$ cat config.mk
export PLATFORM = sky130hd
export DESIGN_NAME = sincro_vga
export DESIGN_NICKNAME = d
export VERILOG_FILES = /design/src/rtl/sincro_vga.sv
export SDC_FILE = /design/constraint.sdc
export NUM_CORES = 1
export LEC_CHECK = 0
export ABC_AREA = 1
export BUFFER_PORTS_ARGS = -buffer_cell sky130_fd_sc_hd__buf_2
export CORE_AREA = 3 3 70 79
export CTS_BUF_LIST = sky130_fd_sc_hd__clkbuf_8 sky130_fd_sc_hd__clkbuf_16
export DETAILED_ROUTE_END_ITERATION = 6
export DIE_AREA = 0 0 73 82
export GPL_ROUTABILITY_DRIVEN = 0
export GPL_TIMING_DRIVEN = 0
export PLACE_DENSITY = 0.6
export SYNTH_ARGS = -nofsm -noshare
export SYNTH_HDL_FRONTEND = slang
export SYNTH_SLANG_ARGS = --single-unit
$ cat constraint.sdc
create_clock -name clk -period 1.3 [get_ports clk]
set_input_delay 0.195 -clock clk [delete_from_list [all_inputs] [get_ports clk]]
set_output_delay 0.195 -clock clk [all_outputs]
set_load 0.03 [all_outputs]
$ cat src/rtl/sincro_vga.sv
// rtl/sincro_vga.sv - VGA timing generator: pixel divider, column/line counters, syncs.
// Optional end_frame output when SINCRO_VGA_END_FRAME_EN is defined.
module sincro_vga #(
    parameter int C_CLK_DIV     = 4,
    parameter int C_PXL_TOTAL   = 800,
    parameter int C_PXL_VISIBLE = 640,
    parameter int C_PXL_FPORCH  = 16,
    parameter int C_PXL_SYNC    = 96,
    parameter int C_LIN_TOTAL   = 525,
    parameter int C_LIN_VISIBLE = 480,
    parameter int C_LIN_FPORCH  = 10,
    parameter int C_LIN_SYNC    = 2
) (
    input  logic       rst,
    input  logic       clk,
    output logic       visible,
    output logic [9:0] col,
    output logic [9:0] fila,
    output logic       hsync,
    output logic       vsync,
`ifdef SINCRO_VGA_END_FRAME_EN
    output logic       end_frame,
`endif
    output logic       new_pxl
);

    // Bounds precomputed as 10-bit constants so no comparison widens or wraps.
    localparam logic [3:0] DIV_LAST = 4'(C_CLK_DIV - 1);
    localparam logic [9:0] PXL_LAST = 10'(C_PXL_TOTAL - 1);
    localparam logic [9:0] LIN_LAST = 10'(C_LIN_TOTAL - 1);
    localparam logic [9:0] PXL_VIS  = 10'(C_PXL_VISIBLE);
    localparam logic [9:0] LIN_VIS  = 10'(C_LIN_VISIBLE);
    localparam logic [9:0] HS_FIRST = 10'(C_PXL_VISIBLE + C_PXL_FPORCH);
    localparam logic [9:0] HS_LAST  = 10'(C_PXL_VISIBLE + C_PXL_FPORCH + C_PXL_SYNC - 1);
    localparam logic [9:0] VS_FIRST = 10'(C_LIN_VISIBLE + C_LIN_FPORCH);
    localparam logic [9:0] VS_LAST  = 10'(C_LIN_VISIBLE + C_LIN_FPORCH + C_LIN_SYNC - 1);

    logic [3:0] div_q, div_d;
    logic [9:0] col_q, col_d;
    logic [9:0] fila_q, fila_d;
    logic       pxl_tick;
    logic       line_end;

    assign pxl_tick = (div_q == DIV_LAST);
    assign line_end = pxl_tick && (col_q == PXL_LAST);

    always_comb begin
        div_d  = div_q;
        col_d  = col_q;
        fila_d = fila_q;
        if (pxl_tick) begin
            div_d = '0;
            col_d = (col_q == PXL_LAST) ? '0 : col_q + 10'd1;
        end else begin
            div_d = div_q + 4'd1;
        end
        if (line_end) begin
            fila_d = (fila_q == LIN_LAST) ? '0 : fila_q + 10'd1;
        end
    end

    always_ff @(posedge clk or posedge rst) begin
        if (rst) begin
            div_q  <= '0;
            col_q  <= '0;
            fila_q <= '0;
        end else begin
            div_q  <= div_d;
            col_q  <= col_d;
            fila_q <= fila_d;
        end
    end

    assign col     = col_q;
    assign fila    = fila_q;
    assign new_pxl = pxl_tick;
    assign visible = (col_q < PXL_VIS) && (fila_q < LIN_VIS);
    assign hsync   = !((col_q >= HS_FIRST) && (col_q <= HS_LAST));
    assign vsync   = !((fila_q >= VS_FIRST) && (fila_q <= VS_LAST));

`ifdef SINCRO_VGA_END_FRAME_EN
    assign end_frame = line_end && (fila_q == LIN_LAST);
`endif

endmodule

Word-level counts from Yosys, hierarchy flattened --
Index checks and enable logic that the tools add are counted.
Word-level totals: output and inout bits 24, logic and storage cells 24, flip-flop bits (word level) 24
Cells by class: reductions and logical operators 6, multiplexer cells 3, add/subtract/negate cells 3, eq/ne operators 3, order comparisons 6
Operator list (count):
- adder 10 x 1 -> 10 bit, second input constant | 2
- == test 10 bit, second input constant | 2
- 2-to-1 mux 10 bit | 2
- >= comparator 10 bit, second input constant | 1
- >= comparator 10 x 9 -> 1 bit, second input constant | 1
- less-or-equal comparator 10 bit, second input constant | 1
- less-or-equal comparator 10 x 9 -> 1 bit, second input constant | 1
- < comparator 10 bit, second input constant | 1
- < comparator 10 x 9 -> 1 bit, second input constant | 1
- adder 4 x 1 -> 4 bit, second input constant | 1
- == test 4 x 2 -> 1 bit, second input constant | 1
- logical AND 1 bit | 4
- 2-to-1 mux 4 bit | 1
- zero test 1 bit | 2

Logic depth before layout (Yosys ltp) --
Gate-level depths: netlist of the first run.
word-level depth 3, gate-level depth with buffers 8

Least setup slack after synthesis of the first run --
Ideal clock, no wire load.
kind register -> output, start register col_q[7] (netlist: col[7]), end output port visible, slack -0.649 ns, data arrival time 1.754 ns, required time 1.105 ns, cell stages (with the launch flop) 5, cell sequence dfrtp_1 -> buf_2 -> nand2_1 -> nor2_1 -> nor4_1
Between the ends: longest elaborated chain between the ends 2
Ends and longest elaborated chain:
- start, declared | RTL line 39 | logic [9:0] col_q, col_d;
- start signal, assigned | RTL line 69 | col_q <= col_d;
- < comparator 10 bit | RTL line 77 | assign visible = (col_q < PXL_VIS) && (fila_q < LIN_VIS);
- logical AND 1 bit | RTL line 77
- end, declared | RTL line 16 | output logic visible,
No other way between the ends.

Worst setup path after layout of the first run --
start register col_q[8] (netlist: col[8]), end output port visible
The elaborated chain is that of the path after synthesis.

==> results.sh, run 1 <==
export IMPL_status="finished with violations"
export IMPL_violations="negative setup slack"
export IMPL_finalMaxSlewViolations=0
export IMPL_fmax_ghz=0.664
export IMPL_first_pass_iters=4
export IMPL_multiInputGateArea_um2=888
export IMPL_rsz0062_at_grt="true"
export IMPL_drt_wl_total_um=3850
export IMPL_critPathLaunch="col[8]"
export IMPL_gr_usage_all_layers=0.138
export IMPL_cts_tree="built"
export IMPL_rows=27
export IMPL_grt_pass1_vias=1455
export IMPL_period_needed_ps=1510
export IMPL_die_width_um=73
export IMPL_grt_remaining_overflow=0
export IMPL_numClockSinks=24
export IMPL_drive_gt1_frac=0.562
export IMPL_final_seq_area_um2=621
export IMPL_ys_warn_count=0
export IMPL_hold_path_class="primary input to async pin"
export IMPL_timing_rr_end="fila[9]"
export IMPL_antenna_left=0
export IMPL_synth_commonest_cells="nand2_1, inv_1, dfrtp_1"
export IMPL_syn_nets=190
export IMPL_worstPathArrival_ps=1310
export IMPL_grt_max_degree=25
export IMPL_setup_viol=19
export IMPL_ys_flop_type="dfrtp_1"
export IMPL_numCtsBuffers=3
export IMPL_cts_buffer_depth=2
export IMPL_wl_per_cell_um=12.5
export IMPL_crit_type="flop to primary output"
export IMPL_root_buffer="clkbuf_8"
export IMPL_ios=26
export IMPL_irDropWorstVdd_mv=0.289
export IMPL_syn_area_mm2=0.00142
export IMPL_vias=1458
export IMPL_synth_top_area_cell="dfrtp_1"
export IMPL_start_util=0.290
export IMPL_fillers=476
export IMPL_startpoint_type="flop"
export IMPL_power_density_mw_per_mm2=571
export IMPL_wl_met2_um=2080
export IMPL_synthDistinctLibCells=27
export IMPL_cts_hold_buf=0
export IMPL_die_h_um=82
export IMPL_tightestPinTransition_ps=985
export IMPL_r2r_cells=7
export IMPL_port_buffers=25
export IMPL_clkTransAtPathRegs_ps=90
export IMPL_nets=257
export IMPL_dp_worst_setup_slack_ps=-235
export IMPL_coreArea_mm2=0.00490
export IMPL_crit_path_end_kind="primary output"
export IMPL_drcViolationCount=0
export IMPL_fin_cells=307
export IMPL_drv_cap=0
export IMPL_grt_antenna_before_repair=0
export IMPL_async_reset_ff_frac=1.00
export IMPL_cp_max_fo=4
export IMPL_clock_latency_ps=270
export IMPL_hold_slack_ps=140
export IMPL_hold_viol=0
export IMPL_final_cell_area_mm2=0.00225
export IMPL_synth_seq_cells=24
export IMPL_synth_top_area_frac=0.422
export IMPL_dp_cells=266
export IMPL_num_antenna_cells=0
export IMPL_dpl_hpwl_um=2320
export IMPL_crit_required_ps=1110
export IMPL_netlist_instances=183
export IMPL_yosysMostFrequentCell="nand2_1"
export IMPL_dieArea_mm2=0.00599
export IMPL_p_leak_uw=0.00104
export IMPL_netlist_top_cells_area="dfrtp_1, nand2_1, inv_1, nand3_1, nor2_1"
export IMPL_syn2layout_area_growth_pct=58.5
export IMPL_crit_reg2reg_launch="col[6]"
export IMPL_timing_slew_headroom=0.342
export IMPL_fin_ws_ps=-205
export IMPL_clock_skew_ps=5.12
export IMPL_crit_path_end="visible"
export IMPL_met1_length_um=1600
export IMPL_grt_pass1_wl_um=6510
export IMPL_synth_edf_count=0
export IMPL_highest_layer="met4"
export IMPL_syn_mean_instance_area_um2=7.77
export IMPL_final_util=0.460
export IMPL_cts_max_level=1
export IMPL_wl_met3_um=115
export IMPL_place_area_mm2=0.00169
export IMPL_ff2ff_setup_slack_ps=-120
export IMPL_drt_initial_drc_count=60
export IMPL_yosysSeqAreaShare=0.422
export IMPL_finalCritPeriodShare=1.16
export IMPL_vias_per_cell=4.75
-- report_power, final --
group | total [uW] | internal, uW | switching, uW
Sequential | 745 | 745 | 0
Clock | 525 | 271 | 254
Combinational | 16.7 | 1.20 | 15.5
-- layer usage --
layer | global-route usage | vias up
met2 | 0.242 | 21
met3 | 0.0245 | 5
met5 | 0 | -
li1 | - | 715
met1 | 0.163 | 717
met4 | 0.0627 | 0
-- timing repair --
action | 4_1_cts | 5_1_grt
setup buffers | 31 | 8
pin swaps | 9 | 9
gates cloned | 1 | 0
gates resized for setup | 37 | 34
endpoints found under the setup margin | 22 | 24
-- sequential cells by signal (all words and copies together), names as in the netlist --
name and flops:
col 10, div_q 4, fila 10
-- kinds of logic (layout without fill, tap and decap cells) --
kind of cell	after synthesis	in the layout	synth area share
and+or+nand+nor	95	95	0.323
buffers and inverters	34	100	0.0967
DFF	24	24	0.422
AOI/OAI and AO/OA	16	16	0.0589
xor gates and xnor gates	9	9	0.0554
adders and majority gates	5	5	0.0440
-- area by class of cell --
cell class,instances,share of cell area
flip-flops and latches,24,0.275
plain buffers,1,0.00499
inverters,31,0.0549
multi-input cells,125,0.394
repair buffers,64,0.214
clock buffers,4,0.0244
well taps,58,0.0322
-- worst min path at each step --
stage	start	endpoint	slack, ps	depth (start not counted)
after floorplan	rst	col[2]	210	1
after global placement	div_q[0]	div_q[0]	460	1
after detailed placement	div_q[0]	div_q[0]	460	1
after CTS	rst	div_q[3]	180	2
after global routing	rst	col[2]	230	2
final	rst	div_q[3]	140	2
-- worst max-delay path: stages (launching register included) --
cell and delay, ps:
dfrtp_2 440, nand2_2 80, inv_2 60, nor4_4 280
buf_6 170
-- layout by cell type (no fill, tap or decap), types with 5 or more instances in the layout --
cell,Yosys,layout
buf_2,2,20
nor2_4,2,6
dfrtp_1,24,8
dfrtp_2,0,16
buf_4,0,30
o21ai_2,0,7
nor2_2,2,5
buf_6,1,15
xor2_1,5,5
inv_2,2,8
nand4_1,7,7
nand3_1,17,8
inv_1,28,21
nand2_2,0,5
nand2_1,36,30
nor2_1,21,14
nand3_2,1,9
-- through the flow --
stage / TNS, ps / power, uW
3_3_place_gp: -2810 / 779
5_1_grt: -3010 / 1350
4_1_cts: -2050 / 1310
2_1_floorplan: -1140 / 772
3_5_place_dp: -3080 / 779
6_report: -1540 / 1290
No activity file was read; power rests on OpenSTA's default activity.
==> inputs of run 2 (changes only) <==
- PLACE_DENSITY: 0.6 -> 0.58
- clock period: 1.3 -> 1.7 ns (I/O delays scaled with it)
==> run 2 against run 1 <==
Effect of this change: the flow now finishes without violations; cell count down 11%; clock power down 26%; design area down 23%; die area unchanged; sequential share of layout area up 7.3 points; clock skew down 2.6 ps.
==> results.sh, run 2 (same netlist as run 1, synthesis figures left out) <==
export IMPL_status="finished clean"
export IMPL_seq_power_share=0.588
export IMPL_hold_slack_ps=193
export IMPL_power_share_clock=0.400
export IMPL_multiInputGateArea_um2=723
export IMPL_start_util=0.290
export IMPL_drv_cap=0
export IMPL_ios=26
export IMPL_dpl_hpwl_um=2270
export IMPL_cts_hold_buf=0
export IMPL_syn2layout_area_growth_pct=22.8
export IMPL_comb_power_share=0.013
export IMPL_final_common_cell="nand2_1"
export IMPL_grt_remaining_overflow=0
export IMPL_dieArea_mm2=0.00599
export IMPL_die_width_um=73
export IMPL_gr_usage_all_layers=0.112
export IMPL_cts_max_level=1
export IMPL_power_density_mw_per_mm2=556
export IMPL_drive_gt1_frac=0.266
export IMPL_hold_viol=0
export IMPL_drt_wl_total_um=3030
export IMPL_numCtsBuffers=3
export IMPL_grt_antenna_before_repair=0
export IMPL_crit_type="flop to primary output"
export IMPL_crit_path_end_kind="primary output"
export IMPL_startpoint_type="flop"
export IMPL_power_uw=970
export IMPL_rows=27
export IMPL_clock_skew_ps=2.56
export IMPL_internal_power_uw=778
export IMPL_final_seq_area_um2=608
export IMPL_vias_per_cell=4.53
export IMPL_clkTransAtPathRegs_ps=80
export IMPL_cp_max_fo=8
export IMPL_p_leak_uw=0.000837
export IMPL_cts_buffer_depth=2
export IMPL_antenna_left=0
export IMPL_period_needed_ps=1590
export IMPL_p_sw_uw=193
export IMPL_coreArea_mm2=0.00490
export IMPL_root_buffer="clkbuf_8"
export IMPL_sw_frac_of_total=0.199
export IMPL_irDropWorstVdd_mv=0.210
export IMPL_final_util=0.357
export IMPL_layout_common_cells="nand2_1, inv_1, buf_2"
export IMPL_grt_pass1_vias=1192
export IMPL_port_buffers=25
export IMPL_drt_initial_drc_count=61
export IMPL_hold_path_class="primary input to async pin"
export IMPL_fin_ws_ps=109
export IMPL_crit_required_ps=1440
export IMPL_wl_per_cell_um=11.1
export IMPL_fin_cells=272
export IMPL_dp_worst_setup_slack_ps=58.0
export IMPL_r2r_cells=8
export IMPL_tightestPinTransition_ps=948
export IMPL_timing_rr_end="fila[0]"
export IMPL_grt_max_degree=25
export IMPL_ff2ff_setup_slack_ps=180
export IMPL_first_pass_iters=4
export IMPL_dp_cells=266
export IMPL_fillers=508
export IMPL_finalCritPeriodShare=0.936
export IMPL_timing_slew_headroom=0.367
export IMPL_cts_tree="built"
export IMPL_numClockSinks=24
export IMPL_setup_viol=0
export IMPL_crit_reg2reg_launch="col[0]"
export IMPL_drcViolationCount=0
export IMPL_num_antenna_cells=0
export IMPL_grt_pass1_wl_um=5320
export IMPL_die_h_um=82
export IMPL_vias=1233
export IMPL_finalMaxSlewViolations=0
export IMPL_clock_latency_ps=260
export IMPL_fmax_ghz=0.629
export IMPL_nets=222
export IMPL_worstPathArrival_ps=1340
-- run 2: cell count changes in the layout (fill, tap and decap cells not counted), moves of 9 or more --
cell	change
buf_6	-14
nand3_1	+9
nand3_2	-9
buf_4	-26
dfrtp_1	+10
dfrtp_2	-10
-- run 2: per-stage QoR --
stage	instance area, um2	TNS (ps)
2_1_floorplan	1430	0
3_3_place_gp	1630	0
3_5_place_dp	1630	0
4_1_cts	1690	0
5_1_grt	1750	-4.31
6_report	1750	0
-- run 2: per-layer routing --
layer / vias to the layer above / part of all wire / global-route usage
li1: 648 / - / -
met1: 563 / 0.45 / 0.136
met2: 20 / 0.51 / 0.201
met3: 2 / 0.034 / 0.0147
met4: 0 / 0.0069 / 0.0387
met5: - / 0 / 0
-- run 2: worst max path at each step --
stage / to / depth (start not counted) / start
CTS: visible / 5 / col[7]
global route: new_pxl / 4 / div_q[0]
finish: new_pxl / 4 / div_q[0]
global placement: col[3] / 5 / div_q[0]
detailed placement: col[3] / 5 / div_q[0]
floorplan: visible / 4 / col[7]
-- run 2: power by group through the flow --
stage / Sequential [uW] / Clock (uW) / Combinational, uW
floorplan: 582 / 0 / 8.50
global placement: 582 / 0 / 13.6
detailed placement: 582 / 0 / 13.8
CTS: 570 / 409 / 13.9
global route: 570 / 426 / 15.7
finish: 570 / 388 / 12.3
-- run 2: what timing repair did --
| action | in CTS | in global routing |
|---|---|---|
| endpoints found under the setup margin | 2 | 7 |
| pin swaps | 0 | 1 |
| buffers inserted | 0 | 3 |
| gates resized for setup | 3 | 16 |
-- run 2: cell type report --
| class | count | area share |
|---|---|---|
| buffer | 2 | 0.00931 |
| inverter | 31 | 0.0681 |
| multi-input combinational | 125 | 0.414 |
| clock buffer | 4 | 0.0315 |
| timing repair buffer | 28 | 0.0874 |
| sequential | 24 | 0.348 |
| tap | 58 | 0.0415 |
-- run 2: worst max-delay path, cell delays in order, from the launching register on --
cell and delay [ps]:
dfrtp_1 430, ha_4 180, nand3_4 140, inv_4 130, clkbuf_4 190
